--- config.mk ---
export PLATFORM = sky130hd
export DESIGN_NAME = tag_mem_array
export DESIGN_NICKNAME = d
export VERILOG_FILES = /design/src/rtl/tag_mem_array.sv
export SDC_FILE = /design/constraint.sdc
export NUM_CORES = 2
export LEC_CHECK = 0
export ABC_AREA = 0
export BUFFER_PORTS_ARGS = -buffer_cell sky130_fd_sc_hd__buf_4
export CAP_MARGIN = 20
export CORE_MARGIN = 8
export CORE_UTILIZATION = 50
export DETAILED_ROUTE_END_ITERATION = 7
export PLACE_DENSITY = 0.65
export RECOVER_POWER = 50
export SYNTH_ARGS = -nofsm -noshare
export SYNTH_HDL_FRONTEND = slang
export SYNTH_SLANG_ARGS = --single-unit
export TNS_END_PERCENT = 5
--- constraint.sdc ---
create_clock -name clk -period 4.6 [get_ports clk]
set_clock_uncertainty 0.1 [all_clocks]
set_input_delay 0.23 -clock clk [delete_from_list [all_inputs] [get_ports clk]]
set_output_delay 0.23 -clock clk [all_outputs]
set_load 0.01 [all_outputs]
--- src/rtl/tag_mem_array.sv ---
// Tag memory responder: three word banks (EPC, sensor1, sensor2) behind a
// precharge/sense/write handshake, with factory-clear sweep and protocol-error flagging.
module tag_mem_array #(
  parameter int                 DATA_W      = 16,
  parameter int                 ADDR_W      = 6,
  parameter int                 DEPTH       = 64,
  parameter int                 SENSE_LAT   = 1,
  parameter int                 ARM_TIMEOUT = 8,
  parameter logic [DATA_W-1:0]  CLEAR_VALUE = '0
) (
  input  logic              clk,
  input  logic              reset_n,
  input  logic              factory_reset,
  input  logic              PC_B,
  input  logic              SE,
  input  logic              WE,
  input  logic [2:0]        mem_sel,
  input  logic [ADDR_W-1:0] mem_address,
  input  logic [DATA_W-1:0] mem_data_in,
  output logic [DATA_W-1:0] mem_read_in,
  output logic              rd_valid,
  output logic              wr_done,
  output logic              acc_err,
  output logic              busy
);

  localparam int CNT_W = (SENSE_LAT > 1) ? $clog2(SENSE_LAT) : 1;
  localparam int TMR_W = (ARM_TIMEOUT > 1) ? $clog2(ARM_TIMEOUT) : 1;
  localparam logic [CNT_W-1:0]  CNT_INIT = CNT_W'(SENSE_LAT - 1);
  localparam logic [TMR_W-1:0]  TMR_LAST = TMR_W'(ARM_TIMEOUT - 1);
  localparam logic [ADDR_W-1:0] IDX_LAST = ADDR_W'(DEPTH - 1);

  typedef enum logic [2:0] {S_IDLE, S_PRE, S_ARMED, S_SENSE, S_HOLD, S_CLEAR} state_t;

  state_t              state_q, state_d;
  logic [2:0]          sel_q, sel_d;
  logic [ADDR_W-1:0]   addr_q, addr_d;
  logic [CNT_W-1:0]    cnt_q, cnt_d;
  logic [TMR_W-1:0]    tmr_q, tmr_d;
  logic [ADDR_W-1:0]   idx_q, idx_d;
  logic [DATA_W-1:0]   rdata_q, rdata_d;
  logic                rd_valid_q, rd_valid_d;
  logic                wr_done_q, wr_done_d;
  logic                acc_err_q, acc_err_d;
  logic                busy_q, busy_d;
  logic                wr_en, clr_en;
  logic [DATA_W-1:0]   rd_word;

  logic [DATA_W-1:0] bank_epc [DEPTH];
  logic [DATA_W-1:0] bank_s1  [DEPTH];
  logic [DATA_W-1:0] bank_s2  [DEPTH];

  function automatic logic req_ok(input logic [2:0] sel, input logic [ADDR_W-1:0] addr);
    return ((sel == 3'b001) || (sel == 3'b010) || (sel == 3'b100)) && (int'(addr) < DEPTH);
  endfunction

  always_comb begin
    if (sel_q[0])      rd_word = bank_epc[addr_q];
    else if (sel_q[1]) rd_word = bank_s1[addr_q];
    else               rd_word = bank_s2[addr_q];
  end

  always_comb begin
    state_d    = state_q;
    sel_d      = sel_q;
    addr_d     = addr_q;
    cnt_d      = cnt_q;
    tmr_d      = tmr_q;
    idx_d      = idx_q;
    rdata_d    = rdata_q;
    rd_valid_d = 1'b0;
    wr_done_d  = 1'b0;
    acc_err_d  = 1'b0;
    busy_d     = busy_q;
    wr_en      = 1'b0;
    clr_en     = 1'b0;
    if (factory_reset) begin
      state_d = S_CLEAR;
      idx_d   = '0;
      busy_d  = 1'b1;
    end else begin
      case (state_q)
        S_IDLE: begin
          if (!PC_B) begin
            sel_d   = mem_sel;
            addr_d  = mem_address;
            state_d = S_PRE;
          end else if (SE || WE) begin
            acc_err_d = 1'b1;
          end
        end
        S_PRE, S_ARMED: begin
          if (!PC_B) begin
            sel_d   = mem_sel;
            addr_d  = mem_address;
            state_d = S_PRE;
          end else if (!req_ok(sel_q, addr_q) || (SE && WE)) begin
            acc_err_d = 1'b1;
            state_d   = S_IDLE;
          end else if (WE) begin
            wr_en     = 1'b1;
            wr_done_d = 1'b1;
            state_d   = S_HOLD;
          end else if (SE) begin
            cnt_d   = CNT_INIT;
            state_d = S_SENSE;
          end else if (state_q == S_PRE) begin
            tmr_d   = '0;
            state_d = S_ARMED;
          end else if (tmr_q == TMR_LAST) begin
            acc_err_d = 1'b1;
            state_d   = S_IDLE;
          end else begin
            tmr_d = tmr_q + TMR_W'(1);
          end
        end
        S_SENSE: begin
          // Losing SE or seeing WE mid-sense aborts without touching the read register.
          if (WE || !SE) begin
            acc_err_d = 1'b1;
            state_d   = S_IDLE;
          end else if (cnt_q == '0) begin
            rdata_d    = rd_word;
            rd_valid_d = 1'b1;
            state_d    = S_HOLD;
          end else begin
            cnt_d = cnt_q - CNT_W'(1);
          end
        end
        S_HOLD: begin
          if (!PC_B) begin
            sel_d   = mem_sel;
            addr_d  = mem_address;
            state_d = S_PRE;
          end else if (!SE && !WE) begin
            state_d = S_IDLE;
          end
        end
        S_CLEAR: begin
          clr_en = 1'b1;
          if (idx_q == IDX_LAST) begin
            busy_d  = 1'b0;
            state_d = S_IDLE;
          end else begin
            idx_d = idx_q + ADDR_W'(1);
          end
        end
        default: state_d = S_IDLE;
      endcase
    end
  end

  always_ff @(posedge clk or negedge reset_n) begin
    if (!reset_n) begin
      state_q    <= S_IDLE;
      sel_q      <= '0;
      addr_q     <= '0;
      cnt_q      <= '0;
      tmr_q      <= '0;
      idx_q      <= '0;
      rdata_q    <= '0;
      rd_valid_q <= 1'b0;
      wr_done_q  <= 1'b0;
      acc_err_q  <= 1'b0;
      busy_q     <= 1'b0;
    end else begin
      state_q    <= state_d;
      sel_q      <= sel_d;
      addr_q     <= addr_d;
      cnt_q      <= cnt_d;
      tmr_q      <= tmr_d;
      idx_q      <= idx_d;
      rdata_q    <= rdata_d;
      rd_valid_q <= rd_valid_d;
      wr_done_q  <= wr_done_d;
      acc_err_q  <= acc_err_d;
      busy_q     <= busy_d;
    end
  end

  // Array storage has no reset; contents survive reset_n.
  always_ff @(posedge clk) begin
    if (clr_en) begin
      bank_epc[idx_q] <= CLEAR_VALUE;
      bank_s1[idx_q]  <= CLEAR_VALUE;
      bank_s2[idx_q]  <= CLEAR_VALUE;
    end else if (wr_en) begin
      if (sel_q[0]) bank_epc[addr_q] <= mem_data_in;
      if (sel_q[1]) bank_s1[addr_q]  <= mem_data_in;
      if (sel_q[2]) bank_s2[addr_q]  <= mem_data_in;
    end
  end

  assign mem_read_in = rdata_q;
  assign rd_valid    = rd_valid_q;
  assign wr_done     = wr_done_q;
  assign acc_err     = acc_err_q;
  assign busy        = busy_q;

endmodule

After elaboration in Yosys (flattened, before gate mapping)
Memories as Yosys holds them, arrays and structs flattened.
Index checks and enable logic that the tools add are counted.
{"block": "classes", "add_sub_neg": 3, "n_eq_ne": 22, "n_mux": 76, "bitwise_logic": 7, "reduce_logical": 26}
{"cell": "$mux W16", "n": 5}
{"cell": "$reduce_or A16 Y1", "n": 3}
{"cell": "$mux W1", "n": 47}
{"cell": "$mux W3", "n": 15}
{"cell": "$mux W6", "n": 6}
{"cell": "$pmux W3 S5", "n": 1}
{"cell": "$ne A2 B2 Y1 const B", "n": 7}
{"cell": "$reduce_and A7 Y1", "n": 2}
{"cell": "$eq A3 B3 Y1 const B", "n": 4}
{"cell": "$eq A3 B2 Y1 const B", "n": 3}
{"cell": "$ne A4 B4 Y1 const B", "n": 2}
{"cell": "$ne A8 B8 Y1 const B", "n": 1}
{"cell": "$not A1 Y1", "n": 7}
{"cell": "$add A6 B1 Y6 const B", "n": 1}
{"cell": "$eq A3 B1 Y1 const B", "n": 2}
{"cell": "$eq A6 B6 Y1 const B", "n": 1}
{"cell": "$ne A3 B3 Y1 const B", "n": 2}
{"cell": "$reduce_bool A2 Y1", "n": 3}
{"cell": "$logic_or A1 B1 Y1", "n": 5}
{"cell": "$reduce_and A5 Y1", "n": 1}
{"cell": "$reduce_and A2 Y1", "n": 2}
{"cell": "$reduce_and A4 Y1", "n": 1}
{"cell": "$reduce_or A4 Y1", "n": 1}
{"cell": "$add A3 B1 Y3 const B", "n": 1}
{"cell": "other kinds (8)", "n": 11}
{"block": "word_totals", "ff_bits": 42, "mem_bits_rw": 3072, "in_bits": 31, "wordCells": 148, "memories": 3}
{"name": "bank_epc", "words": 64, "word_bits": 16, "rd": 1, "rd_ports_with_merged_regs": 0, "write_ports": 1, "line_no": "49", "text": "logic [DATA_W-1:0] bank_epc [DEPTH];"}
{"name": "bank_s1", "words": 64, "word_bits": 16, "rd": 1, "rd_ports_with_merged_regs": 0, "write_ports": 1, "line_no": "50", "text": "logic [DATA_W-1:0] bank_s1 [DEPTH];"}
{"name": "bank_s2", "words": 64, "word_bits": 16, "rd": 1, "rd_ports_with_merged_regs": 0, "write_ports": 1, "line_no": "51", "text": "logic [DATA_W-1:0] bank_s2 [DEPTH];"}

Longest topological paths before layout
{"block": "depth", "word_depth": 14, "depth_mapped": 13}

Least setup slack after synthesis
No wires, ideal clock.
{"block": "synth_path", "path_kind": "reg2reg", "startpoint": "register sel_q[0]", "endpoint": "memory bank_epc[24][0], enable pin", "setup_time_ns": 0.388, "arrival_ns": 2.849, "required_time_ns": 4.112, "slack_ns": 1.263, "stages_incl_launch_ff": 10, "path_buffers": 3, "cell_sequence": "dfrtp_1 clkbuf_1 o21ai_0 o21ai_0 nor4_2 and2_1 buf_2 buf_4 mux2i_1 nor2_1"}
{"block": "synth_via", "elab_chain_cells": 14, "elab_cells_between_ends": 18, "classes_between": "eq/ne (3); mux (10); reduce/logical (5)"}
{"element": "from (decl)", "line_no": "36", "text": "logic [2:0] sel_q, sel_d;"}
{"element": "from (signal assigned)", "line_no": "168", "text": "sel_q <= sel_d;"}
{"element": "$eq A3 B1 Y1 / $eq A3 B2 Y1 (equally long branches)", "line_no": "54", "text": "return ((sel == 3'b001) || (sel == 3'b010) || (sel == 3'b100)) && (int'(addr) < DEPTH);"}
{"element": "$logic_or A1 B1 Y1 (2 in series)", "line_no": "54"}
{"element": "$logic_not A1 Y1", "line_no": "97", "text": "end else if (!req_ok(sel_q, addr_q) || (SE && WE)) begin"}
{"element": "$logic_or A1 B1 Y1", "line_no": "97"}
{"element": "$mux W1", "line_no": "97"}
{"element": "$mux W1", "line_no": "93", "text": "if (!PC_B) begin"}
{"element": "$mux W1", "line_no": "82", "text": "case (state_q)"}
{"element": "$mux W1", "line_no": "77", "text": "if (factory_reset) begin"}
{"element": "$mux W1 *", "line_no": "187", "text": "end else if (wr_en) begin"}
{"element": "$mux W1 *", "line_no": "183", "text": "if (clr_en) begin"}
{"element": "$mux W1 (not written as such) *", "line_no": "188", "text": "if (sel_q[0]) bank_epc[addr_q] <= mem_data_in;"}
{"element": "$reduce_or A16 Y1 (no line)"}
{"element": "$mux W6 (no line) / $mux W1 (equally long branches)"}
{"element": "to (decl)", "line_no": "49"}
Mark *: on every way between the ends. The rest lies on a longest branch, timed or not.

Final worst setup path
{"block": "layout_path", "startpoint": "register sel_q[0]", "endpoint": "memory bank_epc[5][5], enable pin"}
The elaborated chain is that of the path after synthesis.

==> impl_results.md <==
* Area Growth Syn to Fin at 14.5%
* Vias in the first global route at 61.6k
* Initial Util at 0.501
* P_leak at 48.6 nW
* Arrival @ worst endpoint at 5000 ps
* Critical path class: register to register
* Maximum clock path buffer count at 4
* Synth Register Bits at 3,113
* Footprint of the multi-input gates at 25,500 sq um
* Largest net degree at the start of global routing at 79
* Most frequent cells in the layout: edfxtp_1 (3,072), mux4_2 (781), buf_4 (381), clkbuf_16 (332), nor2_1 (254)
* H-tree Lvls at 5
* Post-DRT Antenna Nets at 0
* Sequential share of power at 0.415
* Max-cap violations at 12
* Vias after detailed routing at 61.8k
* Pre-Repair DR Iteration Count at 6
* Post-synth top flop: edfxtp_1
* Final WL at 333,000 um
* RSZ-0062 raised after global routing: false
* IO Port Bufs at 50
* Worst VDD drop at 0.395 mV
* First-pass GRT wire length at 472,000 um
* Clk slew on worst S/H paths at 70 ps
* Yosys Warn Count at 0
* Initial antenna violation count at 15
* Wirelength per Cell at 34.9 um
* Syn Inst Count at 5,491
* CTS tree: yes
* Hold buffers post-CTS at 50
* Post-synth EDFFs at 3,072
* Nets at 6,143
* Hold Path Class: input port to register
* Net switching power at 23.0 mW
* Reg2reg path depth at 9
* Io pins at 51
* CP required at 5170 ps
* Slew of the pin with the lowest slew margin at 3310 ps
* Core area at 240,000 sq um
* Setup TNS at 0 ps
* Detailed Route Iter0 Violations at 8,945
* Power Internal at 53.1 mW
* GRT Residual Overflow at 0
* Postcts setup bufs at 0
* Sw frac at 0.302
* Slew Limit Fails at 554
* GP Congestion at 0.916
* Post-synthesis sequential area ratio at 0.776
* Quantity of gates resized following cts at 0
* Combinational power share at 0.256
* CTS Sinks at 3,113
* Syn avg cell area at 21.9 sq um
* Clock Latency Late Sink at 980 ps
* Clock network fraction of total power at 0.329
* Pwr/cell area at 552 nW/um^2
* Final worst-path cycle share at 0.964
* CP Max Fanout at 12
* Post-Syn Nets at 5,525
* Rel. slew slack at -1.20
* Synth unique cells at 61
* Most common cell after layout, fill and taps aside: edfxtp_1
* Tmin final at 4430 ps
* Hold Vio Cnt, Final at 0
* Worst setup SP type: register
* Via density at 6.47
* Pwr Total at 76.0 mW
* Failing checks: capacitance limit, slew limit
* Global-route usage over all layers at 0.258
* HPWL after DPL at 208,000 um
* FMAX at 226 MHz
* DIE AREA at 256,000 sq um
* Residual DRC at 0
* Die Ht at 506 um
* Clock root buffer master: clkbuf_16
* Cell Area, Synth at 120,000 sq um
* Setup-failing EPs final at 0
* Status: finished with violations
* # fillers at 17.2k
* Layout cells sized above 1 at 0.280
* Hold depth at 3
* FF+latch area at 93,300 sq um
* Die Wd at 506 um
* Total CTS buffers at 328
* Fraction of registers with async set/reset at 0.0132
* Setup crit end kind: register
* Std-Cell Rows at 180
-- worst paths after layout --
kind	slack, ps	endpoint	startpoint
max in group asynchronous	550	addr_q[3]	reset_n
setup / recovery	170	bank_epc[5][5]	sel_q[0]
hold reg to reg	430	tmr_q[1]	tmr_q[1]
hold / removal	100	idx_q[0]	factory_reset
min in group asynchronous	1470	sel_q[0]	reset_n
setup reg to reg	170	bank_epc[5][5]	sel_q[0]
-- synth_stat cells (all sizes together), types with 28 or more instances --
cell / count / area share
clkbuf: 137 / 0.0043
edfxtp: 3072 / 0.77
buf: 174 / 0.0085
a21oi: 60 / 0.0026
o21ai: 43 / 0.0018
a221oi: 31 / 0.0023
mux4: 781 / 0.15
and3: 72 / 0.0037
nand3: 41 / 0.0017
o22ai: 28 / 0.0015
nand2: 236 / 0.0074
a32oi: 30 / 0.0022
nor2: 267 / 0.0083
a31oi: 38 / 0.0020
mux2i: 156 / 0.013
dfrtp: 41 / 0.0085
a22oi: 77 / 0.0048
-- kinds of logic (layout without fill, tap and decap cells) --
group / Yosys count / after routing / share of synthesized area
AOI/OAI and AO/OA: 414 / 414 / 0.0248
xor gates and xnor gates: 3 / 3 / 0.000219
adders and majority gates: 3 / 3 / 0.000312
buffers and inverters: 317 / 1175 / 0.0130
DFF: 3113 / 3113 / 0.776
muxes: 948 / 948 / 0.160
other: 0 / 16 / 0
and+or+nand+nor: 693 / 693 / 0.0252
-- power groups by stage --
stage          Sequential (mW)  Clock, mW  Combinational (mW)
2_1_floorplan             31.8          0                11.6
3_3_place_gp              32.1          0                19.1
3_5_place_dp              32.2          0                19.2
4_1_cts                   31.6       25.3                19.4
5_1_grt                   31.6       26.3                20.1
6_report                  31.6       25.0                19.4
-- flip-flops by register name, indices dropped and copies added, names as in the netlist --
name,count
wr_done,1
tmr_q,3
sel_q,3
mem_read_in,16
busy,1
rd_valid,1
bank_s1,1024
idx_q,6
bank_s2,1024
bank_epc,1024
addr_q,6
acc_err,1
state_q,3
-- cell type report --
cell class / instances / area share
inverters: 6 / 0.000236
clock buffers: 418 / 0.0629
multi-input cells: 2061 / 0.185
well taps: 3185 / 0.0289
repair buffers: 599 / 0.0356
clock inverters: 152 / 0.00937
diodes: 16 / 0.000291
flip-flops and latches: 3113 / 0.678
-- routing by layer --
| metal | up-vias | GRT usage | share of wire |
|---|---|---|---|
| li1 | 24400 | - | - |
| met1 | 32900 | 0.357 | 0.38 |
| met2 | 3736 | 0.401 | 0.47 |
| met3 | 768 | 0.0542 | 0.10 |
| met4 | 2 | 0.112 | 0.053 |
| met5 | - | 0 | 0.000039 |
-- per-stage QoR --
step | utilization | cell area, sq um | worst slack [ps] | cells | hold WS [ps]
floorplan | - | 120000 | 1260 | 5491 | -166
global placement | 0.532 | 128000 | 103 | 8907 | 221
detailed placement | 0.532 | 128000 | 468 | 8913 | 226
CTS | 0.576 | 138000 | 389 | 9533 | 27.2
global route | 0.574 | 138000 | 103 | 9540 | 79.3
finish | 0.574 | 138000 | 166 | 9550 | 103
-- worst max-delay path, stage by stage, from the launching register on --
cell and delay (ps):
dfrtp_2 420, o21ai_0 290, o21ai_0 340, nor4_4 570, clkbuf_1 220, and2_1 390
buf_4 250, mux2i_1 880, nor2_1 360, buf_12 270
Note: power is estimated with default switching activity, not from simulation.
